File: src/rtl/vga_pkg.sv
// rtl/vga_pkg.sv - shared VGA 640x480@60 timing constants, phase type and phase decode
package vga_pkg;

   localparam int CNT_W = 10;

   localparam int DEF_H_VISIBLE = 640;
   localparam int DEF_H_FRONT   = 16;
   localparam int DEF_H_SYNC    = 96;
   localparam int DEF_H_BACK    = 48;
   localparam int DEF_V_VISIBLE = 480;
   localparam int DEF_V_FRONT   = 10;
   localparam int DEF_V_SYNC    = 2;
   localparam int DEF_V_BACK    = 33;

   localparam int H_TOTAL = DEF_H_VISIBLE + DEF_H_FRONT + DEF_H_SYNC + DEF_H_BACK;
   localparam int V_TOTAL = DEF_V_VISIBLE + DEF_V_FRONT + DEF_V_SYNC + DEF_V_BACK;

   typedef enum logic [1:0] {PH_VISIBLE, PH_FRONT, PH_SYNC, PH_BACK} phase_t;

   // Anything past the sync window is back porch; the counter never exceeds its total.
   function automatic phase_t phase_of(input logic [CNT_W-1:0] cnt, input int visible,
                                       input int front, input int sync);
      int c;
      c = int'(cnt);
      if (c < visible)
         return PH_VISIBLE;
      else if (c < visible + front)
         return PH_FRONT;
      else if (c < visible + front + sync)
         return PH_SYNC;
      else
         return PH_BACK;
   endfunction

endpackage

File: src/rtl/vga_axis_counter.sv
// rtl/vga_axis_counter.sv - one raster axis: wrapping counter with phase decode
module vga_axis_counter
   import vga_pkg::*;
#(
   parameter int VISIBLE = DEF_H_VISIBLE,
   parameter int FRONT   = DEF_H_FRONT,
   parameter int SYNC    = DEF_H_SYNC,
   parameter int BACK    = DEF_H_BACK
) (
   input  logic             CLK,
   input  logic             RST,
   input  logic             inc,
   output logic [CNT_W-1:0] cnt,
   output logic             wrap,
   output phase_t           phase
);

   localparam logic [CNT_W-1:0] LAST = CNT_W'(VISIBLE + FRONT + SYNC + BACK - 1);

   logic [CNT_W-1:0] cnt_q;
   logic [CNT_W-1:0] cnt_d;

   always_ff @(posedge CLK or negedge RST) begin
      if (!RST)
         cnt_q <= '0;
      else
         cnt_q <= cnt_d;
   end

   always_comb begin
      cnt_d = cnt_q;
      if (inc)
         cnt_d = (cnt_q >= LAST) ? '0 : cnt_q + 1'b1;
   end

   always_comb begin
      cnt   = cnt_q;
      wrap  = inc && (cnt_q >= LAST);
      phase = phase_of(cnt_q, VISIBLE, FRONT, SYNC);
   end

endmodule

File: src/rtl/vga_timing_gen.sv
// rtl/vga_timing_gen.sv - VGA raster timing with registered, aligned sync and colour pins
module vga_timing_gen
   import vga_pkg::*;
#(
   parameter int H_VISIBLE = DEF_H_VISIBLE,
   parameter int H_FRONT   = DEF_H_FRONT,
   parameter int H_SYNC    = DEF_H_SYNC,
   parameter int H_BACK    = DEF_H_BACK,
   parameter int V_VISIBLE = DEF_V_VISIBLE,
   parameter int V_FRONT   = DEF_V_FRONT,
   parameter int V_SYNC    = DEF_V_SYNC,
   parameter int V_BACK    = DEF_V_BACK
) (
   input  logic             CLK,
   input  logic             RST,
   input  logic             pix_en,
   output logic [CNT_W-1:0] row,
   output logic [CNT_W-1:0] col,
   output logic             visible,
   input  logic             red,
   input  logic             green,
   input  logic             blue,
   output logic             frame_start,
   output logic             hsync,
   output logic             vsync,
   output logic             vga_r,
   output logic             vga_g,
   output logic             vga_b
);

   logic   h_wrap;
   logic   v_wrap;
   phase_t h_phase;
   phase_t v_phase;

   vga_axis_counter #(
      .VISIBLE(H_VISIBLE), .FRONT(H_FRONT), .SYNC(H_SYNC), .BACK(H_BACK)
   ) u_h_cnt (
      .CLK(CLK), .RST(RST), .inc(pix_en), .cnt(col), .wrap(h_wrap), .phase(h_phase)
   );

   vga_axis_counter #(
      .VISIBLE(V_VISIBLE), .FRONT(V_FRONT), .SYNC(V_SYNC), .BACK(V_BACK)
   ) u_v_cnt (
      .CLK(CLK), .RST(RST), .inc(h_wrap), .cnt(row), .wrap(v_wrap), .phase(v_phase)
   );

   assign visible = (h_phase == PH_VISIBLE) && (v_phase == PH_VISIBLE);

   // Pins capture the pre-advance pixel so sync and colour stay one tick behind row/col together.
   always_ff @(posedge CLK or negedge RST) begin
      if (!RST) begin
         hsync                 <= 1'b1;
         vsync                 <= 1'b1;
         {vga_r, vga_g, vga_b} <= 3'b000;
         frame_start           <= 1'b0;
      end else begin
         frame_start <= v_wrap;
         if (pix_en) begin
            hsync                 <= (h_phase != PH_SYNC);
            vsync                 <= (v_phase != PH_SYNC);
            {vga_r, vga_g, vga_b} <= visible ? {red, green, blue} : 3'b000;
         end
      end
   end

endmodule

File: config.mk
export PLATFORM = sky130hd
export DESIGN_NAME = vga_timing_gen
export DESIGN_NICKNAME = d
export VERILOG_FILES = /design/src/rtl/vga_pkg.sv /design/src/rtl/vga_axis_counter.sv /design/src/rtl/vga_timing_gen.sv
export SDC_FILE = /design/constraint.sdc
export NUM_CORES = 1
export LEC_CHECK = 0
export ABC_AREA = 1
export CAP_MARGIN = 20
export CORE_UTILIZATION = 40
export DETAILED_ROUTE_END_ITERATION = 12
export MAX_ROUTING_LAYER = met4
export PLACE_DENSITY = 0.74
export SLEW_MARGIN = 25
export SYNTH_ARGS = -nofsm -noshare
export SYNTH_HDL_FRONTEND = slang
export SYNTH_SLANG_ARGS = --single-unit
File: constraint.sdc
create_clock -name CLK -period 2.75 [get_ports CLK]
set_clock_uncertainty 0.05 [all_clocks]
set_input_delay 0.275 -clock CLK [delete_from_list [all_inputs] [get_ports CLK]]
set_output_delay 0.275 -clock CLK [all_outputs]
set_load 0.02 [all_outputs]
After elaboration in Yosys (flattened, before gate mapping). Index checks and enable logic that the tools add are counted.

Output and inout bits: 27. Input port bits: 6. Word-level logic and storage cells: 34. Register bits: 26.

Equal/unequal tests: 2. Add/sub/neg operators: 2. Reductions and logical operators: 5. Multiplexer cells: 9. Order comparisons: 8.

Operators with widths (number): 10-bit less-than comparator (second input constant) (3); 10-bit by 9-bit less-than comparator with 1-bit output (second input constant) (3); 10-bit by 1-bit adder with 10-bit output (second input constant) (2); 10-bit >= comparator (second input constant) (2); 10-bit 2-to-1 mux (2); 2-bit 2-to-1 mux (4); 2-bit logical NOT (2); 2-bit != test (second input constant) (2); 1-bit logical AND (3); 3-bit 2-to-1 mux (1); 1-bit 2-to-1 mux (2).

Longest topological paths before layout.
Depth in word-level cells: 7. Mapped depth: 9. Gate-level depth less buffers: 9.

Cells and area by module. Synthesis repeated with hierarchy kept, for this count alone.

Cells, all modules: 225. Area total of the unflattened synthesis: 1584.0 um^2.

By module, submodules not included: vga_axis_counter (u_v_cnt) (area each 674.4 um^2, sequential area each 250.2 um^2, cells an instance 105, instances 1); vga_axis_counter (u_h_cnt) (area each 641.9 um^2, sequential area each 250.2 um^2, cells an instance 87, instances 1); vga_timing_gen (area each 267.8 um^2, sequential area each 152.6 um^2, cells an instance 33, instances 1).

Worst setup path after synthesis. OpenSTA, ideal clock, no wires.

Kind: reg2reg. Start: register u_h_cnt.cnt_q[0] (netlist: u_h_cnt.cnt[0]). End: register u_v_cnt.cnt_q[6] (netlist: u_v_cnt.cnt[6]). Required time: 2.582 ns. Data arrival time: 1.378 ns. Path buffers: 1. Path slack: 1.204 ns. Clock period less this slack: 1.546 ns. Setup time: 0.118 ns. Cell stages (with the launch flop): 10. Cell sequence: dfrtp_1 -> ha_1 -> nand2_1 -> nor2_4 -> inv_2 -> nand2_2 -> nand3_4 -> buf_6 -> nand2_1 -> nand2_1.

Word-level cells in the longest chain between the ends: 2.

Ends and longest elaborated chain: start, declared (RTL line vga_axis_counter.sv:20) `logic [CNT_W-1:0] cnt_q;`; start signal, assigned (RTL line vga_axis_counter.sv:27) `cnt_q <= cnt_d;`; 10-bit >= comparator (RTL line vga_axis_counter.sv:38) `wrap = inc && (cnt_q >= LAST);`; 1-bit logical AND (RTL line vga_axis_counter.sv:38); end signal, assigned (RTL line vga_axis_counter.sv:27); end, declared (RTL line vga_axis_counter.sv:20).

No other way between the ends. A chain may end at the register's enable or synchronous reset.

Worst setup path in the final report.
Start: register u_v_cnt.cnt_q[6] (netlist: u_v_cnt.cnt[6]). End: output visible.

Word-level cells in the longest chain between the ends: 6. Elaborated cells between the ends (all ways): 8. Those cells by class: order compare (3); mux (3); reduce/logical (2).

Ends and longest elaborated chain: 10-bit by 9-bit less-than comparator with 1-bit output (RTL line vga_pkg.sv:29) `else if (c < visible + front + sync)`; 1-bit 2-to-1 mux (RTL line vga_pkg.sv:29); 2-bit 2-to-1 mux (RTL line vga_pkg.sv:27) `else if (c < visible + front)`; 2-bit 2-to-1 mux (*) (RTL line vga_pkg.sv:25) `if (c < visible)`; 2-bit logical NOT (*) (RTL line vga_timing_gen.sv:48) `assign visible = (h_phase == PH_VISIBLE) && (v_phase == PH_VISIBLE);`; 1-bit logical AND (*) (RTL line vga_timing_gen.sv:48); end, declared (RTL line vga_timing_gen.sv:19) `output logic visible,`.

Mark *: on every way between the ends. The rest lies on a longest branch, timed or not.

==> impl_results.md <==
- Status: finished clean
- Antenna viol nets, final: 0
- Worst VDD drop: 396 uV
- Grt ovf: 0
- Worst setup path class: flip-flop to output pin
- YS warnings: 0
- Post-CTS Setup Inserts: 0
- # Max-Cap Violations: 0
- Crit Path Max Fanout: 6
- Avg Cell Area, Syn: 7.37 um^2
- CTS max path bufs: 2
- Placer Congestion: 0.907
- Initial Util: 43.3%
- Synth Cell Area: 1490 um^2
- Post-synth EDFFs: 0
- Netlist cell types: 25
- Ys async rst share: 100%
- First-pass GRT wire length: 5980 um
- Core Region: 3440 um^2
- Predominant post-synthesis flop cell: dfrtp_1
- Num CTS Buffers: 3
- Final setup viols: 0
- Number of DRC violations after detailed-routing iteration 0: 107
- HPWL after DPL: 2510 um
- Synth top area share: 40.3%
- Vias in the first global route: 1,310
- Power density over the cells: 731 nW/um^2
- Yosys top cell by area: dfrtp_1
- Fin Hold WS: 309 ps
- Unrepaired setup endpoints after global routing: false
- Critical path data required time: 2420 ps
- Via density: 4.78
- Rel. slew slack: 76.8%
- Most common cell after layout, fill and taps aside: nand2_1
- Clk sinks: 26
- Max Fclk: 465 MHz
- Final worst path period need: 2150 ps
- Setup_tns: 0 ps
- IO Port Bufs: 32
- Hold Path Class: input port to async pin
- Nets: 246
- Fin crit share: 78.2%
- Die Ht: 63.0 um
- CP startpoint kind: flip-flop
- Clk_lat worst skew: 280 ps
- LEAKAGE: 0.933 nW
- Total GRT Usage: 19.7%
- TritonCTS clock tree: done
- Share of cells above drive strength 1: 8.05%
- Post-CTS Hold Fix Bufs: 0
- Avg WL per Cell: 12.1 um
- #FFs+latches synth: 26
- Antenna diode count: 0
- Clock-pin transition on the worst setup and hold timing paths: 90 ps
- DIE AREA: 3970 um^2
- Seq/Total Area, Yosys: 43.9%
- Root Buffer: clkbuf_8
- Crit end category: output pin
- CTS resizes: 0
- Die W: 63.0 um
- Detailed-route wire length: 3430 um
- Initial antenna violation count: 0
- Area growth syn-to-layout: 28.3%
- Slew @ Worst Pin: 348 ps
- TritonRoute pass-1 iters: 4
- Num rows: 21
- I/O pin total: 33
- Gate Count Post-Synth: 202
- H-tree levels: 1
- Synth area leaders: dfrtp_1 (40%), nand2_1 (17%), inv_1 (6.1%), nor2_1 (5.8%), nand3_1 (4.4%)
- Most frequent cells in the layout: nand2_1 (69), clkdlybuf4s50_1 (32), inv_1 (24), dfrtp_1 (24), nor2_1 (23)
- Final Hold Vio Count: 0
- Arr. time, crit path: 1820 ps
- # DRC: 0
- Pin count of the biggest net entering global routing: 27
- Post-synthesis net count: 211
- Vias: 1,349
- Max-slew violations: 0
==> kinds of logic (layout without fill, tap and decap cells) <==
| logic type | after synthesis | count (layout) | synth area share, % |
|---|---|---|---|
| flip-flops | 26 | 26 | 43.9 |
| adder cells (fa/ha/maj) | 3 | 3 | 2.52 |
| AO/OA/AOI/OAI | 14 | 14 | 5.29 |
| AND/OR/NAND/NOR | 123 | 123 | 36.7 |
| XOR/XNOR | 5 | 5 | 2.94 |
| buffers and inverters | 31 | 65 | 8.66 |
==> path summary, 6_finish.rpt <==
path	slack, ps	to	start	depth (start not counted)
min in group CLK	440	vga_g$_DFFE_PN0P_	vga_g$_DFFE_PN0P_	2
worst min register to register	440	vga_g$_DFFE_PN0P_	vga_g$_DFFE_PN0P_	2
worst max-delay path	600	visible	u_v_cnt.cnt[6]$_DFFE_PN0P_	6
worst max register to register	960	u_h_cnt.cnt[6]$_DFFE_PN0P_	u_h_cnt.cnt[0]$_DFFE_PN0P_	8
worst min-delay path	310	u_h_cnt.cnt[3]$_DFFE_PN0P_	RST	2
max in group asynchronous	2050	hsync$_DFFE_PN1P_	RST	2
==> synth_stat cells, types with 2 or more instances <==
cell type / count
a21oi_1: 3
o21ai_0: 9
nand2_2: 2
nand4_1: 4
xor2_1: 4
nor2_4: 2
nand2_1: 69
buf_2: 3
inv_1: 24
nand3_1: 13
nor2_1: 23
dfrtp_1: 24
inv_2: 2
dfstp_2: 2
ha_1: 3
nor3_1: 6
==> stage by stage <==
stage / power [mW] / setup slack [ps] / instances / cell area (um^2) / utilization [%]
CTS: 1.41 / 600 / 282 / 1910 / 55.5
finish: 1.40 / 601 / 282 / 1910 / 55.5
global placement: 1.14 / 950 / 278 / 1860 / 53.9
floorplan: 0.913 / 1200 / 202 / 1490 / -
detailed placement: 1.15 / 907 / 278 / 1860 / 53.9
global route: 1.50 / 538 / 282 / 1910 / 55.5
==> flip-flops by register name, summed over array words and instances (netlist names) <==
signal / count
vsync: 1
u_v_cnt.cnt: 10
u_h_cnt.cnt: 10
vga_g: 1
hsync: 1
vga_b: 1
frame_start: 1
vga_r: 1
==> final cells by class <==
type	instances	area, um^2
repair buffers	34	335
fillers	326	1530
inverters	27	103
flip-flops and latches	26	653
well taps	46	57.6
multi-input cells	145	707
clock buffers	4	55.1
==> power breakdown <==
| group | leakage [nW] | internal, mW | switching (mW) |
|---|---|---|---|
| registers | 0.334 | 0.461 | 0.112 |
| clock network | 0.0288 | 0.128 | 0.125 |
| logic | 0.570 | 0.250 | 0.321 |
| total | 0.933 | 0.839 | 0.558 |
==> metal layers <==
| layer | global-route usage (%) | part of all wire [%] |
|---|---|---|
| met5 | - | 0 |
| met4 | 8.72 | 2.4 |
| met3 | 2.01 | 4.1 |
| met2 | 31.0 | 46 |
| met1 | 25.6 | 48 |
==> worst max-delay path: stages (launching register included) <==
cell and delay (ps):
dfrtp_1 460, nand2_1 100, inv_1 60, nand4_1 100, nand4_1 150, inv_1 80, clkdlybuf4s50_1 590
No activity file was read; power rests on OpenSTA's default activity.
